**src/rtl/rib_rr_arbiter_pkg.sv**
```systemverilog
// Shared constants and types for the round-robin bus arbiter: master count,
// FSM state encoding and hold-flag levels.
package rib_rr_arbiter_pkg;

    localparam int ARB_NUM_M = 4;
    localparam int ARB_IDX_W = 2;

    typedef enum logic {
        ST_IDLE = 1'b0,
        ST_OWN  = 1'b1
    } arb_state_t;

    localparam logic HOLD_ENABLE  = 1'b1;
    localparam logic HOLD_DISABLE = 1'b0;

    // Master whose pending request stalls the core pipeline.
    localparam logic [ARB_IDX_W-1:0] HOLD_MASTER = 2'd1;

    // Reset pointer so that master 0 is the first candidate.
    localparam logic [ARB_IDX_W-1:0] ARB_PTR_RESET = 2'd3;

    function automatic logic [ARB_NUM_M-1:0] onehot(input logic [ARB_IDX_W-1:0] idx);
        return ARB_NUM_M'(1) << idx;
    endfunction

endpackage

```
**src/rtl/rib_rr_arbiter_rr_pick.sv**
```systemverilog
// Rotating first-one search: returns the first set request bit scanning
// ptr+1, ptr+2, ptr+3, ptr+4 (mod 4).
module rr_pick
    import rib_rr_arbiter_pkg::*;
(
    input  logic [ARB_NUM_M-1:0] req,
    input  logic [ARB_IDX_W-1:0] ptr,
    output logic [ARB_IDX_W-1:0] idx,
    output logic                 any
);

    logic [ARB_IDX_W-1:0] cand;

    // Scan farthest offset first so the nearest requester overwrites it.
    always_comb begin
        idx  = ptr;
        cand = ptr;
        for (int k = ARB_NUM_M; k >= 1; k--) begin
            cand = ptr + ARB_IDX_W'(k);
            if (req[cand]) begin
                idx = cand;
            end
        end
    end

    assign any = |req;

endmodule

```
**src/rtl/rib_rr_arbiter.sv**
```systemverilog
// Round-robin bus arbiter with registered grant and a core stall flag.
// Optional owner preemption after TIMEOUT_CYCLES is enabled by RIB_ARB_TIMEOUT_EN.
module rib_rr_arbiter
    import rib_rr_arbiter_pkg::*;
#(
    parameter int NUM_M          = ARB_NUM_M,
    parameter int TIMEOUT_CYCLES = 16
)
(
    input  logic             clk,
    input  logic             rst,
    input  logic [NUM_M-1:0] req_i,
    output logic [1:0]       grant_o,
    output logic             grant_valid_o,
    output logic             hold_flag_o,
    output logic             timeout_o
);

    arb_state_t     state;
    logic [1:0]     last_ptr;
    logic [NUM_M-1:0] cand_req;
    logic [1:0]     pick_idx;
    logic           pick_any;
    logic           owner_req;
    logic           preempt;

    assign owner_req = req_i[grant_o];

    // While owning, the current owner is excluded so a handover never regrants it.
    assign cand_req = (state == ST_OWN) ? (req_i & ~onehot(grant_o)) : req_i;

    rr_pick u_rr_pick (
        .req (cand_req),
        .ptr (last_ptr),
        .idx (pick_idx),
        .any (pick_any)
    );

    always_comb begin
        hold_flag_o = HOLD_DISABLE;
        if (req_i[HOLD_MASTER] && !(grant_valid_o && (grant_o == HOLD_MASTER))) begin
            hold_flag_o = HOLD_ENABLE;
        end
        if ((state == ST_IDLE) && (|(req_i & ~onehot(HOLD_MASTER)))) begin
            hold_flag_o = HOLD_ENABLE;
        end
    end

`ifdef RIB_ARB_TIMEOUT_EN
    localparam logic [7:0] OWN_TERM = 8'(TIMEOUT_CYCLES - 1);

    logic [7:0] own_cnt;

    assign preempt = (own_cnt == OWN_TERM) && pick_any;
`else
    localparam int unused_timeout_cycles = TIMEOUT_CYCLES;

    assign preempt   = 1'b0;
    assign timeout_o = 1'b0;
`endif

    always_ff @(posedge clk or posedge rst) begin
        if (rst) begin
            state         <= ST_IDLE;
            grant_o       <= 2'd0;
            grant_valid_o <= 1'b0;
            last_ptr      <= ARB_PTR_RESET;
`ifdef RIB_ARB_TIMEOUT_EN
            timeout_o     <= 1'b0;
            own_cnt       <= 8'd0;
`endif
        end else begin
`ifdef RIB_ARB_TIMEOUT_EN
            timeout_o <= 1'b0;
`endif
            case (state)
                ST_IDLE: begin
                    if (pick_any) begin
                        state         <= ST_OWN;
                        grant_o       <= pick_idx;
                        grant_valid_o <= 1'b1;
                        last_ptr      <= pick_idx;
`ifdef RIB_ARB_TIMEOUT_EN
                        own_cnt       <= 8'd0;
`endif
                    end
                end
                ST_OWN: begin
                    if (!owner_req || preempt) begin
                        if (pick_any) begin
                            grant_o  <= pick_idx;
                            last_ptr <= pick_idx;
`ifdef RIB_ARB_TIMEOUT_EN
                            timeout_o <= owner_req;
                            own_cnt   <= 8'd0;
`endif
                        end else begin
                            state         <= ST_IDLE;
                            grant_valid_o <= 1'b0;
`ifdef RIB_ARB_TIMEOUT_EN
                            own_cnt       <= 8'd0;
`endif
                        end
                    end
`ifdef RIB_ARB_TIMEOUT_EN
                    // Holds at the terminal count while the owner keeps the bus alone.
                    else if (own_cnt != OWN_TERM) begin
                        own_cnt <= own_cnt + 8'd1;
                    end
`endif
                end
                default: begin
                    state         <= ST_IDLE;
                    grant_valid_o <= 1'b0;
                end
            endcase
        end
    end

endmodule

```
**config.mk**
```make
export PLATFORM = sky130hd
export DESIGN_NAME = rib_rr_arbiter
export DESIGN_NICKNAME = d
export VERILOG_FILES = /design/src/rtl/rib_rr_arbiter_pkg.sv /design/src/rtl/rib_rr_arbiter_rr_pick.sv /design/src/rtl/rib_rr_arbiter.sv
export SDC_FILE = /design/constraint.sdc
export NUM_CORES = 1
export LEC_CHECK = 0
export ABC_AREA = 1
export ABC_CLOCK_PERIOD_IN_PS = 1900
export CORE_AREA = 3 3 40 42
export DETAILED_ROUTE_END_ITERATION = 12
export DIE_AREA = 0 0 43 45
export PLACE_DENSITY = 0.68
export REMOVE_ABC_BUFFERS = 1
export SYNTH_ARGS = -nofsm -noshare
export SYNTH_HDL_FRONTEND = slang
export SYNTH_SLANG_ARGS = --single-unit
```
**constraint.sdc**
```tcl
create_clock -name clk -period 1.9 [get_ports clk]
set_clock_uncertainty 0.05 [all_clocks]
set_input_delay 0.475 -clock clk [delete_from_list [all_inputs] [get_ports clk]]
set_output_delay 0.475 -clock clk [all_outputs]
set_load 0.02 [all_outputs]
```
==> results_dict.tcl, run 1 <==
set metrics [dict create \
    syn-instance-count 92 \
    cpPeakStageDelay_ps 440 \
    postCtsHoldBufs 0 \
    drc 0 \
    critPathCaptureType "primary output" \
    cts.sinks 6 \
    maxCapViolCount 0 \
    worstSkewPairLatency_ps 240 \
    critPathLaunchType "input port" \
    path_delay_family "buffers and inverters" \
    period_needed_ps 1837 \
    grt_antenna_before_repair 0 \
    dp_hpwl_um 1068 \
    r2r_start "last_ptr[0]" \
    cts-root-buf "clkbuf_4" \
    synthArstFlopShare_pct 100.0 \
    synth_area_leader_cell "nand2_1" \
    power_switching_mw 0.7112 \
    muxShareOfSynthArea_pct 0 \
    path_clk_slew_ps 40 \
    antenna_cells 0 \
    io_buffers 9 \
    regToRegEndpoint "grant_o[0]" \
    grt_start_max_net_pins 10 \
    cp_cell_sequence "clkdlybuf4s50_1 > nor3_2 > o21ai_1 > buf_2" \
    synth-compound-area-share_pct 4.338 \
    hold_violations 0 \
    synthTopCellsByCount "nand2_1, nand3_1, inv_1" \
    syn_to_final_growth_pct 27.55 \
    synth_cell_types 19 \
    setup_slack_ps 63.30 \
    hold_slack_ps 399.6 \
    synth_edf_count 0 \
    status "finished clean" \
    synth.most_common_cell "nand2_1" \
    synthAdderAreaFrac_pct 0 \
    place_ws_ps -383.5 \
    slew_viol_final 0 \
    synth_ff_type "dfrtp_1" \
    drt-total-wl_um 1315 \
    powerDensity_nw_per_um2 1849 \
    ys_warn_count 0 \
    synth_xor_xnor_area_share_pct 0 \
    stdcell_area_um2 735.7 \
    layout-drive-gt1-share_pct 24.77 \
    layoutNonFillerInstCount 124 \
    ff2ff_setup_slack_ps 280 \
    postPlaceCellArea_um2 708.2 \
    die_x_um 43 \
    p_seq_share_pct 21.7 \
    cp.arrival_ps 1310 \
    drt_iter0_drc 14 \
    ant_nets 0 \
    p_clk_share_pct 8.9 \
    via_per_inst 4.927 \
    period_share_pct 96.67 \
    grt_pass1_vias 565 \
    synth-seq-area-share_pct 26.46 \
    synthSimpleGateAreaFrac_pct 56.83 \
    path_class "in -> out" \
    dieArea_um2 1935 \
    swShare_pct 52.29 \
    total_power_mw 1.360 \
    hold_path.class "in -> async" \
    rr_worst_depth 9 \
    design.portCount 11 \
    fmaxAchievable_mhz 544.5 \
    initial_core_util_pct 44.89 \
    clk_path_buf_depth 2 \
    worst-path-max-fanout 2 \
    grt_first_pass_wirelength_um 2339 \
    worst_path_max_delay_cell "clkdlybuf4s50_1" \
    p_leak_nw 0.4057 \
    cts_buffers 3 \
    gp_congestion 0.8011 \
    synth_area_um2 576.8 \
    grt-ovfl-total 0 \
    synthTopCellsByArea "nand2_1, dfrtp_1, nand3_2" \
    core_um2 1285 \
    fp-row-count 13 \
    synth_top_area_share_pct 22.78 \
    track_usage_pct 16.02 \
    p_comb_share_pct 69.4 \
    dpl.cell_count 120 \
    crit_required_ps 1370 \
    vias 611 \
    post_drt_wl_per_cell_um 10.60 \
    setup-violations-final 0 \
    drtPass1Iterations 4 \
    synth_top_family_by_area "simple AND/OR/NAND/NOR gates" \
    fin_nets 116 \
    rsz0062_at_grt "yes" \
    cts_tree "done" \
    die_h_um 45 \
    post-cts-setup-buffers 0 \
    synth_seq_cells 6 \
    htree_levels 1 \
    crit_buf_inv 2 \
    fillers 132 \
    internal-power_mw 0.6489 \
    syn_area_per_cell_um2 6.270 \
    peakVddDrop_v 0.001055 \
]
[how the worst max path moves through the flow]
stage	cells past startpoint	start	slack (ps)	end
final	4	req_i[0]	60	hold_flag_o
after global routing	4	req_i[0]	-1	hold_flag_o
after detailed placement	4	req_i[3]	-380	hold_flag_o
after global placement	4	req_i[0]	-370	hold_flag_o
after CTS	2	grant_o[1]	20	grant_o[1]
after floorplan	5	grant_o[0]	290	hold_flag_o
[power by group through the flow]
| stage | clock network, mW | registers, mW | logic [mW] |
|---|---|---|---|
| 6_report | 0.121 | 0.295 | 0.944 |
| 5_1_grt | 0.142 | 0.306 | 1.08 |
| 4_1_cts | 0.130 | 0.293 | 0.952 |
| 3_5_place_dp | 0 | 0.295 | 0.965 |
| 3_3_place_gp | 0 | 0.292 | 0.951 |
| 2_1_floorplan | 0 | 0.362 | 0.607 |
[worst register-to-register path: stages (launching register included)]
cell,delay (ps)
dfstp_2,620
inv_1,160
nor2_1,120
nand3_1,100
nand3_1,90
nor2_1,40
nand2_1,80
nand3_1,90
nand3_2,100
nand2_1,50
[per-layer routing]
metal | global-route usage, % | wire length, um | vias up
met4 | 9.036 | 0 | 0
met5 | 0 | 0 | -
met2 | 26.35 | 628 | 14
li1 | - | - | 326
met1 | 19.70 | 612 | 271
met3 | 3.187 | 74 | 0
[final cells by class]
| cell class | instances | area [um^2] | share of cell area [%] |
|---|---|---|---|
| Clock buffer | 4 | 26.28 | 3.571 |
| Inverter | 10 | 37.54 | 5.102 |
| Timing Repair Buffer | 16 | 138.9 | 18.88 |
| Sequential cell | 6 | 152.6 | 20.75 |
| Multi-Input combinational cell | 73 | 361.6 | 49.15 |
| Tap cell | 15 | 18.77 | 2.551 |
[cells in the final DEF, fill, tap and decap left out, types with 2 or more instances in the layout]
cell type,count
nand3_1,11
inv_2,2
nor2_2,3
nor2_1,7
nand4_1,2
clkbuf_4,3
buf_4,7
clkdlybuf4s50_1,6
inv_1,8
o21ai_1,2
o21ai_0,2
dfrtp_1,4
dfstp_2,2
nand3_2,6
nand2_1,35
[flip-flops by register name, summed over array words and instances (netlist names)]
signal,flops
state,1
grant_o,2
grant_valid_o,1
last_ptr,2
[cells by family (layout without fill, tap and decap cells)]
kind of cell | after synthesis | after routing
simple gates | 67 | 67
buf+inv | 13 | 30
flops | 6 | 6
compound gates | 5 | 5
other cells | 1 | 1
[metrics by stage]
stage / util [%] / setup TNS, ps
after floorplan: - / 0
after global placement: 55.11 / -373.9
after detailed placement: 55.11 / -383.5
after CTS: 56.67 / 0
after global routing: 57.25 / -1.466
final: 57.25 / 0
[what timing repair did]
item | in CTS | in global routing
gates resized for setup | 6 | 3
setup endpoints to repair | 2 | 2
hold endpoints to repair | 0 | 0
Note: power is estimated with default switching activity, not from simulation.
==> run 2, diff against run 1 <==
CTS_CLUSTER_DIAMETER = 80   (was default)
==> results of run 2 <==
Final layout, timing and power as in run 1 (identical DEF).
==> run 3, diff against run 2 <==
CORE_AREA = default   (was 3 3 40 42)
CORE_MARGIN = 3   (was default)
CORE_UTILIZATION = 40   (was default)
DIE_AREA = default   (was 0 0 43 45)
PLACE_DENSITY = default   (was 0.68)
==> run 3 against run 2 <==
Effect of this change:
- worst setup slack better by 6.9 ps
- routed wire length is 7.0% lower
- combinational power is 0.5% lower
- final area is 0.17% lower
- final cell count stayed put
- clock-buffer cell count stayed put
==> results_dict.tcl, run 3 (same netlist as run 1, synthesis figures left out) <==
set metrics [dict create \
    initial_core_util_pct 43.25 \
    hold_violations 0 \
    period_needed_ps 1830 \
    setup-violations-final 0 \
    maxCapViolCount 0 \
    cts-root-buf "clkbuf_4" \
    design.portCount 11 \
    grt-ovfl-total 0 \
    slew_viol_final 0 \
    cp_cell_sequence "clkdlybuf4s50_1 > nor3_1 > o21ai_1 > buf_2" \
    stdcell_area_um2 734.5 \
    post_drt_wl_per_cell_um 9.863 \
    worst_path_max_delay_cell "clkdlybuf4s50_1" \
    seqCellArea_um2 152.6 \
    multi_input_area_um2 356.6 \
    cp.arrival_ps 1300 \
    cp-endpoint "hold_flag_o" \
    ctsResizeCount 5 \
    track_usage_pct 14.13 \
    utilization_pct 55.07 \
    io_buffers 9 \
    postPlaceCellArea_um2 708.2 \
    period_share_pct 96.31 \
    path_clk_slew_ps 50 \
    p_leak_nw 0.4131 \
    cpPeakStageDelay_ps 420 \
    total_power_mw 1.350 \
    hold_path.class "in -> async" \
    drc 0 \
    layout-drive-gt1-share_pct 23.85 \
    final_cell_mix "nand2_1, nand3_1, inv_1" \
    crit_required_ps 1370 \
    worst-path-max-fanout 2 \
    antenna_cells 0 \
    die_h_um 43.98 \
    powerDensity_nw_per_um2 1838 \
    ant_nets 0 \
    worstSkewPairLatency_ps 230 \
    dp_hpwl_um 1012 \
    grt_first_pass_wirelength_um 2118 \
    drt_iter0_drc 13 \
    vias 589 \
    cts.sinks 6 \
    die_x_um 43.98 \
    reg_top3 "grant_o x2, last_ptr x2" \
    r2r_start "last_ptr[0]" \
    peakVddDrop_v 0.001141 \
    clk_path_buf_depth 2 \
    fp-row-count 13 \
    fmaxAchievable_mhz 546.5 \
    grt_antenna_before_repair 0 \
    regToRegEndpoint "grant_o[0]" \
    grt_pass1_vias 529 \
    dieArea_um2 1934 \
    gp_congestion 0.7777 \
    critPathCaptureType "primary output" \
    syn_to_final_growth_pct 27.33 \
    htree_levels 1 \
    status "finished clean" \
    setup.worst_path.start "req_i[0]" \
    post-cts-setup-buffers 0 \
    grt_start_max_net_pins 10 \
    cts_tree "done" \
    path_class "in -> out" \
    postCtsHoldBufs 0 \
    fin_nets 116 \
    final_common_cell "nand2_1" \
    cts_buffers 3 \
    rsz0062_at_grt "no" \
    ff2ff_setup_slack_ps 320 \
    core_um2 1334 \
    fillers 145 \
    critPathLaunchType "input port" \
    drt-total-wl_um 1223 \
    drtPass1Iterations 4 \
    rr_worst_depth 9 \
    via_per_inst 4.750 \
]
run 3: cell types whose count changed in the layout (fill, tap and decap cells not counted):
cell            delta
nor3_1             +1
dlygate4sd2_1      -1
nor3_2             -1
dlymetal6s2s_1     +1
run 3: cell type report:
class                           count  share of cell area, %
Multi-Input combinational cell     73                  48.55
Inverter                           10                  5.111
Sequential cell                     6                  20.78
Clock buffer                        4                  3.578
Tap cell                           15                  2.555
Timing Repair Buffer               16                  19.42
run 3: per-layer routing:
metal	share of wire (%)	routed length [um]	track usage, %
met5	0	0	0
met4	0	0	5.422
met3	3.4	41	2.490
met2	45	547	22.09
met1	52	635	19.19
run 3: worst min-delay path by stage:
stage | slack [ps] | start | end | cells past startpoint
2_1_floorplan | 210 | rst | grant_o[0] | 1
3_3_place_gp | 460 | last_ptr[1] | last_ptr[1] | 2
3_5_place_dp | 470 | last_ptr[1] | last_ptr[1] | 2
4_1_cts | 390 | rst | grant_valid_o | 2
5_1_grt | 390 | rst | state | 2
6_report | 390 | rst | grant_valid_o | 2
run 3: critical path, delay by kind of cell:
family | cells | cell delay, ps
buf+inv | 2 | 570
simple gates | 1 | 190
compound gates | 1 | 70
run 3: power breakdown:
part / switching (mW) / internal, mW
registers: 0.0757 / 0.216
logic: 0.581 / 0.359
clock network: 0.0397 / 0.0791
run 3: through the flow:
stage / instances / hold slack [ps] / TNS, ps / worst slack (ps)
floorplan: 89 / 214.5 / 0 / 289.7
global route: 124 / 388.1 / 0 / 8.105
finish: 124 / 389.4 / 0 / 70.17
CTS: 124 / 388.0 / 0 / 21.15
detailed placement: 120 / 466.7 / -416.9 / -416.9
global placement: 120 / 459.4 / -394.5 / -394.5
